--- src/rtl/m72_ioctl_pkg.sv ---
// ---------------------------------------------------------------------------
// m72_ioctl_pkg
// Shared definitions for the m72 host ioctl path (ROM download decoder and
// NVRAM upload reader).
//   ADDR_W      : width of the host ioctl byte address.
//   IDX_ROM     : ioctl_index used for the ROM download image.
//   IDX_NVRAM   : ioctl_index used for the NVRAM / hiscore upload image.
//   upl_state_t : state encoding of the upload reader FSM.
// ---------------------------------------------------------------------------
package m72_ioctl_pkg;

   localparam int ADDR_W = 25;

   localparam logic [7:0] IDX_ROM   = 8'h00;
   localparam logic [7:0] IDX_NVRAM = 8'h04;

   typedef enum logic [1:0] {
      IDLE  = 2'd0,
      FETCH = 2'd1,
      DRAIN = 2'd2
   } upl_state_t;

endpackage

--- src/rtl/ioctl_word_cache.sv ---
// ---------------------------------------------------------------------------
// ioctl_word_cache
// One-entry cache of the last 16-bit memory word read for the host, so the
// second byte of a word is served without another memory access.
// Ports:
//   clock, reset_n : clock and asynchronous active-low reset
//   load           : capture load_data under load_tag and mark valid
//   invalidate     : drop the entry (wins over load)
//   load_tag       : word address of the data being loaded
//   load_data      : 16-bit word being loaded
//   lookup_tag     : word address being looked up
//   hit            : entry valid and its tag equals lookup_tag
//   data           : cached word
// ---------------------------------------------------------------------------
module ioctl_word_cache #(
   parameter int AW = 12
) (
   input  logic          clock,
   input  logic          reset_n,
   input  logic          load,
   input  logic          invalidate,
   input  logic [AW-1:0] load_tag,
   input  logic [15:0]   load_data,
   input  logic [AW-1:0] lookup_tag,
   output logic          hit,
   output logic [15:0]   data
);

   logic          valid;
   logic [AW-1:0] tag;

   always_ff @(posedge clock or negedge reset_n) begin
      if (!reset_n) begin
         valid <= 1'b0;
         tag   <= '0;
         data  <= '0;
      end else if (invalidate) begin
         valid <= 1'b0;
      end else if (load) begin
         valid <= 1'b1;
         tag   <= load_tag;
         data  <= load_data;
      end
   end

   assign hit = valid & (tag == lookup_tag);

endmodule

--- src/rtl/ioctl_upload_reader.sv ---
// ---------------------------------------------------------------------------
// ioctl_upload_reader
// Core-side responder for the host ioctl upload (read-back) path. While the
// host has an upload session open on INDEX, every rising edge of ioctl_rd is
// answered with one byte of a 16-bit memory (little-endian byte order).
//
// Ports:
//   clock, reset_n      : clock and asynchronous active-low reset
//   ioctl_upload        : host upload session active (level)
//   ioctl_index         : host image index
//   ioctl_rd            : host read strobe, acted on at its rising edge
//   ioctl_addr          : host byte address, stable between read strobes
//   ioctl_din           : byte returned to the host
//   ioctl_wait          : host stall; no new ioctl_rd while high
//   mem_req / mem_addr  : memory read request and word address
//   mem_ack / mem_data  : one-cycle acknowledge with the read word
//   upload_active       : registered session-active flag
//   upload_done         : one-cycle pulse when the session ends
//   timeout_err         : sticky, set when a fetch timed out
//   bytes_read          : served reads this session, saturating
//   fsm_state           : current FSM state, for observation
//
// Memory handshake: mem_req rises with mem_addr valid and both are held
// unchanged until the cycle in which mem_ack is high; mem_data is taken in
// that same cycle and mem_req drops on that edge. A request, once issued,
// is always carried to its ack (a timeout or session end only stops the
// host from waiting on it). Only reset drops a request early.
// ---------------------------------------------------------------------------
module ioctl_upload_reader
   import m72_ioctl_pkg::*;
#(
   parameter logic [7:0]  INDEX   = IDX_NVRAM,
   parameter int          AW      = 12,
   parameter logic [15:0] SIZE    = 16'h1000,
   parameter logic [7:0]  FILL    = 8'hFF,
   parameter int          TIMEOUT = 255
) (
   input  logic              clock,
   input  logic              reset_n,
   input  logic              ioctl_upload,
   input  logic [7:0]        ioctl_index,
   input  logic              ioctl_rd,
   input  logic [ADDR_W-1:0] ioctl_addr,
   output logic [7:0]        ioctl_din,
   output logic              ioctl_wait,
   output logic              mem_req,
   output logic [AW-1:0]     mem_addr,
   input  logic              mem_ack,
   input  logic [15:0]       mem_data,
   output logic              upload_active,
   output logic              upload_done,
   output logic              timeout_err,
   output logic [15:0]       bytes_read,
   output logic [1:0]        fsm_state
);

   localparam int TW = $clog2(TIMEOUT + 1);

   upl_state_t    state;
   logic          rd_q;
   logic          sess_q;
   logic          sel_q;
   logic          rd_pend;
   logic [TW-1:0] tmo_cnt;

   logic          sess;
   logic          sess_rise;
   logic          sess_fall;
   logic          rd_rise;
   logic          go;
   logic          out_of_range;
   logic [AW-1:0] word;
   logic          cache_hit;
   logic          hit_eff;
   logic [15:0]   cache_data;
   logic          cache_load;
   logic          cache_inval;
   logic [15:0]   br_base;
   logic [15:0]   br_inc;

   assign sess         = ioctl_upload & (ioctl_index == INDEX);
   assign sess_rise    = sess & ~sess_q;
   assign sess_fall    = ~sess & sess_q;
   assign rd_rise      = ioctl_rd & ~rd_q;
   assign word         = ioctl_addr[AW:1];
   assign out_of_range = (ioctl_addr >= ADDR_W'(SIZE));

   // A read deferred during DRAIN is serviced as if it had just arrived.
   assign go = (state == IDLE) & sess & (rd_rise | rd_pend);

   // A session start invalidates the cache on this same edge, so a read
   // arriving together with the start must not use the old entry.
   assign hit_eff = cache_hit & ~sess_rise;

   // Data acked after the session has ended belongs to a dead session.
   assign cache_load  = (state == FETCH) & mem_ack & ~sess_fall;
   assign cache_inval = sess_rise | sess_fall;

   // Count base is zero on the session-start edge so a read served on that
   // same edge counts as the first byte of the new session.
   assign br_base = sess_rise ? 16'd0 : bytes_read;
   assign br_inc  = (br_base == 16'hFFFF) ? br_base : br_base + 16'd1;

   assign fsm_state = state;

   ioctl_word_cache #(
      .AW(AW)
   ) u_cache (
      .clock      (clock),
      .reset_n    (reset_n),
      .load       (cache_load),
      .invalidate (cache_inval),
      .load_tag   (mem_addr),
      .load_data  (mem_data),
      .lookup_tag (word),
      .hit        (cache_hit),
      .data       (cache_data)
   );

   always_ff @(posedge clock or negedge reset_n) begin
      if (!reset_n) begin
         state         <= IDLE;
         rd_q          <= 1'b0;
         sess_q        <= 1'b0;
         sel_q         <= 1'b0;
         rd_pend       <= 1'b0;
         tmo_cnt       <= '0;
         ioctl_din     <= 8'h00;
         ioctl_wait    <= 1'b0;
         mem_req       <= 1'b0;
         mem_addr      <= '0;
         upload_active <= 1'b0;
         upload_done   <= 1'b0;
         timeout_err   <= 1'b0;
         bytes_read    <= 16'h0000;
      end else begin
         rd_q          <= ioctl_rd;
         sess_q        <= sess;
         upload_active <= sess;
         upload_done   <= sess_fall;
         bytes_read    <= br_base;
         if (sess_rise) begin
            timeout_err <= 1'b0;
         end

         case (state)
            IDLE: begin
               rd_pend    <= 1'b0;
               ioctl_wait <= 1'b0;
               if (go) begin
                  if (out_of_range) begin
                     ioctl_din  <= FILL;
                     bytes_read <= br_inc;
                  end else if (hit_eff) begin
                     ioctl_din  <= ioctl_addr[0] ? cache_data[15:8] : cache_data[7:0];
                     bytes_read <= br_inc;
                  end else begin
                     ioctl_wait <= 1'b1;
                     mem_req    <= 1'b1;
                     mem_addr   <= word;
                     sel_q      <= ioctl_addr[0];
                     tmo_cnt    <= TW'(TIMEOUT);
                     state      <= FETCH;
                  end
               end
            end

            FETCH: begin
               // rd_rise here is a host protocol violation and is ignored.
               if (mem_ack) begin
                  mem_req    <= 1'b0;
                  ioctl_wait <= 1'b0;
                  state      <= IDLE;
                  if (!sess_fall) begin
                     ioctl_din  <= sel_q ? mem_data[15:8] : mem_data[7:0];
                     bytes_read <= br_inc;
                  end
               end else if (sess_fall) begin
                  ioctl_wait <= 1'b0;
                  state      <= DRAIN;
               end else if (tmo_cnt == '0) begin
                  ioctl_din   <= FILL;
                  timeout_err <= 1'b1;
                  bytes_read  <= br_inc;
                  ioctl_wait  <= 1'b0;
                  state       <= DRAIN;
               end else begin
                  tmo_cnt <= tmo_cnt - 1'b1;
               end
            end

            DRAIN: begin
               // A read arriving here is latched and the host is stalled
               // until it has actually been served after the drain.
               if (rd_rise && sess) begin
                  rd_pend    <= 1'b1;
                  ioctl_wait <= 1'b1;
               end
               if (mem_ack) begin
                  mem_req <= 1'b0;
                  state   <= IDLE;
               end
               if (sess_fall) begin
                  rd_pend    <= 1'b0;
                  ioctl_wait <= 1'b0;
               end
            end

            default: begin
               state <= IDLE;
            end
         endcase
      end
   end

endmodule

--- config.mk ---
export PLATFORM = sky130hd
export DESIGN_NAME = ioctl_upload_reader
export DESIGN_NICKNAME = d
export VERILOG_FILES = /design/src/rtl/m72_ioctl_pkg.sv /design/src/rtl/ioctl_word_cache.sv /design/src/rtl/ioctl_upload_reader.sv
export SDC_FILE = /design/constraint.sdc
export NUM_CORES = 1
export LEC_CHECK = 0
export BUFFER_PORTS_ARGS = -buffer_cell sky130_fd_sc_hd__buf_2
export CORE_ASPECT_RATIO = 1.5
export CORE_MARGIN = 1.5
export CORE_UTILIZATION = 35
export DETAILED_ROUTE_END_ITERATION = 10
export GPL_ROUTABILITY_DRIVEN = 0
export GPL_TIMING_DRIVEN = 0
export PLACE_DENSITY = 0.65
export RECOVER_POWER = 50
export SLEW_MARGIN = 20
export SYNTH_ARGS = -nofsm -noshare
export SYNTH_HDL_FRONTEND = slang
export SYNTH_HIERARCHICAL = 1
export SYNTH_SLANG_ARGS = --single-unit
--- constraint.sdc ---
create_clock -name clock -period 4.9 [get_ports clock]
set_input_delay 1.47 -clock clock [delete_from_list [all_inputs] [get_ports clock]]
set_output_delay 1.47 -clock clock [all_outputs]
set_load 0.03 [all_outputs]
==> results.md <==
- Cell Rows: 52
- Via density: 5.60
- Top-area cell type share of the netlist area: 0.429
- Vias in the first global route: roughly 4200
- Crit Path Max Fanout: 10
- Worst Path Required: roughly 5.1 ns
- Maximum vdd ir drop: about 0.20 mV
- Clock sink total: between 80 and 90
- Hpwl dp: a little over 9 mm
- Final Non-Filler Cells: around 700
- Final Cycle Share: 0.962
- Sequential cell area: 0.00208 mm²
- Hold Violations, Final: 0
- Sum Neg Setup Slack: 0 ns
- Cell Area, Synth: just under 0.005 mm²
- Layout fillers: 1294
- CTS tree: done
- Total GRT Usage: 0.178
- Outcome: complete, but fails checks
- Largest cells by area after synthesis: dfrtp_1 (43%), mux2_4 (8.4%), mux2_2 (5.1%)
- Crit-path cells: buf_2 > nor4b_2 > nand4b_2 > inv_2 > ha_2 > clkbuf_2 > clkbuf_4 > nor2b_1 > ha_1 > and3_1 > buf_2 > and2_1 > buf_2 > or3b_2 > o211ai_1 > o21ai_0
- Yosys warnings: 6
- Post-synth cell types: a little over 60
- Placed Cells: between 600 and 700
- Hold slack final: 0.505 ns
- Layout cells sized above 1: 0.339
- RSZ-0062 raised after global routing: no
- Final setup fails: 0
- Synth async-reset ratio: 1.00
- Layout Nets: 611
- Number of routed nets with antenna violations: 0
- Drt drc: 6
- Top FF cell, synth: dfrtp_1
- Mean post-synth cell area: around 11 µm²
- Max-Cap Viols: 1
- Pwr Total: ~0.0027 W
- Largest net degree at the start of global routing: 45
- CP Capture Type: flip-flop
- Worst-margin pin slew: around 2.1 ns
- Leakage power: 2.69 nW
- Slew Viols, Final: a little over 40
- Clock tree buffer depth: 2
- EDFF count, synth: 0
- Full die area: 0.0146 mm²
- CTS H-tree depth: 3
- Slowest-stage cell, CP: or3b_2
- Ports: 97
- Hold Path Class: reg -> reg
- Initial DRC Count: approximately 240
- Die height: about 150 µm
- Setup Crit Path Kind: in -> reg
- Total CTS buffers: 9
- Max Clk Rate: 0.212 GHz
- CP arrival: roughly 4.9 ns
- Clock Latency Late Sink: around 0.34 ns
- Reg clk slew, reported paths: about 0.060 ns
- Area of the multi-input gates: roughly 0.0026 mm²
- Most used cell along the critical path: buf_2
- Root Buffer: clkbuf_16
- Top cells by count, synth: dfrtp_1 (83), nand2_1 (29), mux2_4 (27)
- First-pass GRT wire length: about 20 mm
- Core Region: approximately 0.013 mm²
- Failing checks: design-rule violations, max-capacitance violations, max-slew violations
- Synth Instances: about 440
- DRT Pass-1 Iters: 10
- Setup crit start kind: input port
- Area Growth Syn to Fin: 20.9%
- Slew HR: -0.409
- Post-synthesis net count: 502
- Diode count: 0
- GRT overflow: 0
- DR WL/cell: approximately 18 µm
- IO buf count: 95
- Post-detailed-routing wire length: between 10 and 15 mm
- Post-route minimum period: between 4 and 5 ns
- Die W: 99.0 µm
- PwrDens: approximately 460 mW/mm²
- Clock Skew: ~0.0045 ns
- Synth area leader: dfrtp_1
- Count leader, synth: dfrtp_1
- Seq/Total Area, Yosys: 0.429
- Initial antenna violation count: 0
- Via count: about 4000
- Synth Register Bits: 83
- Worst stage delay on the critical path: ~0.47 ns
- Initial Util: 0.359
final timing paths:
check | startpoint | endpoint | slack [ns] | depth (start not counted)
max in group asynchronous | reset_n | mem_addr[11] | 1.16 | 2
hold / removal | u_cache/valid | u_cache/valid | 0.51 | 2
hold reg to reg | u_cache/valid | u_cache/valid | 0.51 | 2
setup / recovery | ioctl_index[5] | bytes_read[6] | 0.19 | 16
min in group asynchronous | reset_n | bytes_read[11] | 1.73 | 1
setup reg to reg | sess_q | bytes_read[6] | 1.61 | 13
timing repair:
| action | in CTS | in global routing |
|---|---|---|
| endpoints found under the hold margin | 0 | 0 |
| setup endpoints to repair | 10 | 9 |
| pin swaps | 0 | 1 |
| setup buffers | 0 | 2 |
| hold buffers | 0 | 0 |
| gates resized for setup | 2 | 4 |
power breakdown:
group          total, W  internal [W]  switching, W
clock          0.000717      0.000445      0.000273
combinational   0.00102      0.000445      0.000574
sequential     0.000960      0.000838      0.000122
total           0.00270       0.00173      0.000968
layer usage:
layer | routed length [µm] | global-route usage | vias up
li1 | - | - | 1848
met3 | 601 | 0.0224 | 35
met2 | 6410 | 0.310 | 163
met1 | 5070 | 0.208 | 1961
met5 | 0 | 0 | -
met4 | 490 | 0.101 | 0
per-stage QoR:
step / instance area, µm² / worst slack, ns / util
2_1_floorplan: 4840 / 0.393 / -
3_3_place_gp: 5520 / -0.543 / 0.410
3_5_place_dp: 5550 / -0.633 / 0.412
4_1_cts: 5860 / 0.0616 / 0.435
5_1_grt: 5850 / 0.00471 / 0.435
6_report: 5850 / 0.186 / 0.435
cell usage in the layout, fill, tap and decap left out, types with 3 or more instances in the layout:
cell and n:
a2111oi_0 3, a211oi_1 5, a21oi_1 12, a22oi_1 9
a31oi_1 4, a41oi_1 3, and2_1 5, and3_1 5
buf_2 97, buf_4 3, buf_6 4, clkbuf_1 11
clkbuf_16 9, dfrtp_1 83, ha_1 6, inv_1 14
mux2_2 22, mux2_4 27, mux2i_1 22, nand2_1 29
nand2b_1 9, nand3_1 14, nand4_1 11, nor2_1 17
nor2b_1 11, nor3_1 13, nor4_1 5, o211ai_1 4
o21a_1 3, o21ai_0 11, o221ai_1 7, o311a_1 4
or2_2 5, or3_1 4, xnor2_1 18, xor2_1 4
worst max-delay path, delay by kind of cell:
family | cells | cell delay, ns
buffers and inverters | 6 | 1.13
AND/OR/NAND/NOR | 6 | 1.46
AO/OA/AOI/OAI | 2 | 0.25
adder cells (fa/ha/maj) | 2 | 0.58
final cells by class:
class,count,area share
Clock buffer,11,0.0398
Multi-Input combinational cell,322,0.437
Timing Repair Buffer,98,0.0842
Buffer,21,0.0265
Tap cell,162,0.0346
Inverter,15,0.00962
Clock inverter,4,0.0130
Sequential cell,83,0.355
kinds of logic (layout without fill, tap and decap cells):
family / after synthesis / after routing / synth area share
buf+inv: 36 / 149 / 0.0427
mux: 71 / 71 / 0.180
flops: 83 / 83 / 0.429
fa+ha+maj: 7 / 7 / 0.0181
simple gates: 144 / 144 / 0.169
xor+xnor: 22 / 22 / 0.0398
compound gates: 78 / 78 / 0.121
flip-flops by register name (all words and copies together) (netlist names), 2 cells and up:
signal / flops
bytes_read: 16
u_cache/data: 16
mem_addr: 12
u_cache/tag: 12
ioctl_din: 8
tmo_cnt: 8
fsm_state: 2
Power figures use the tool's default switching activity.
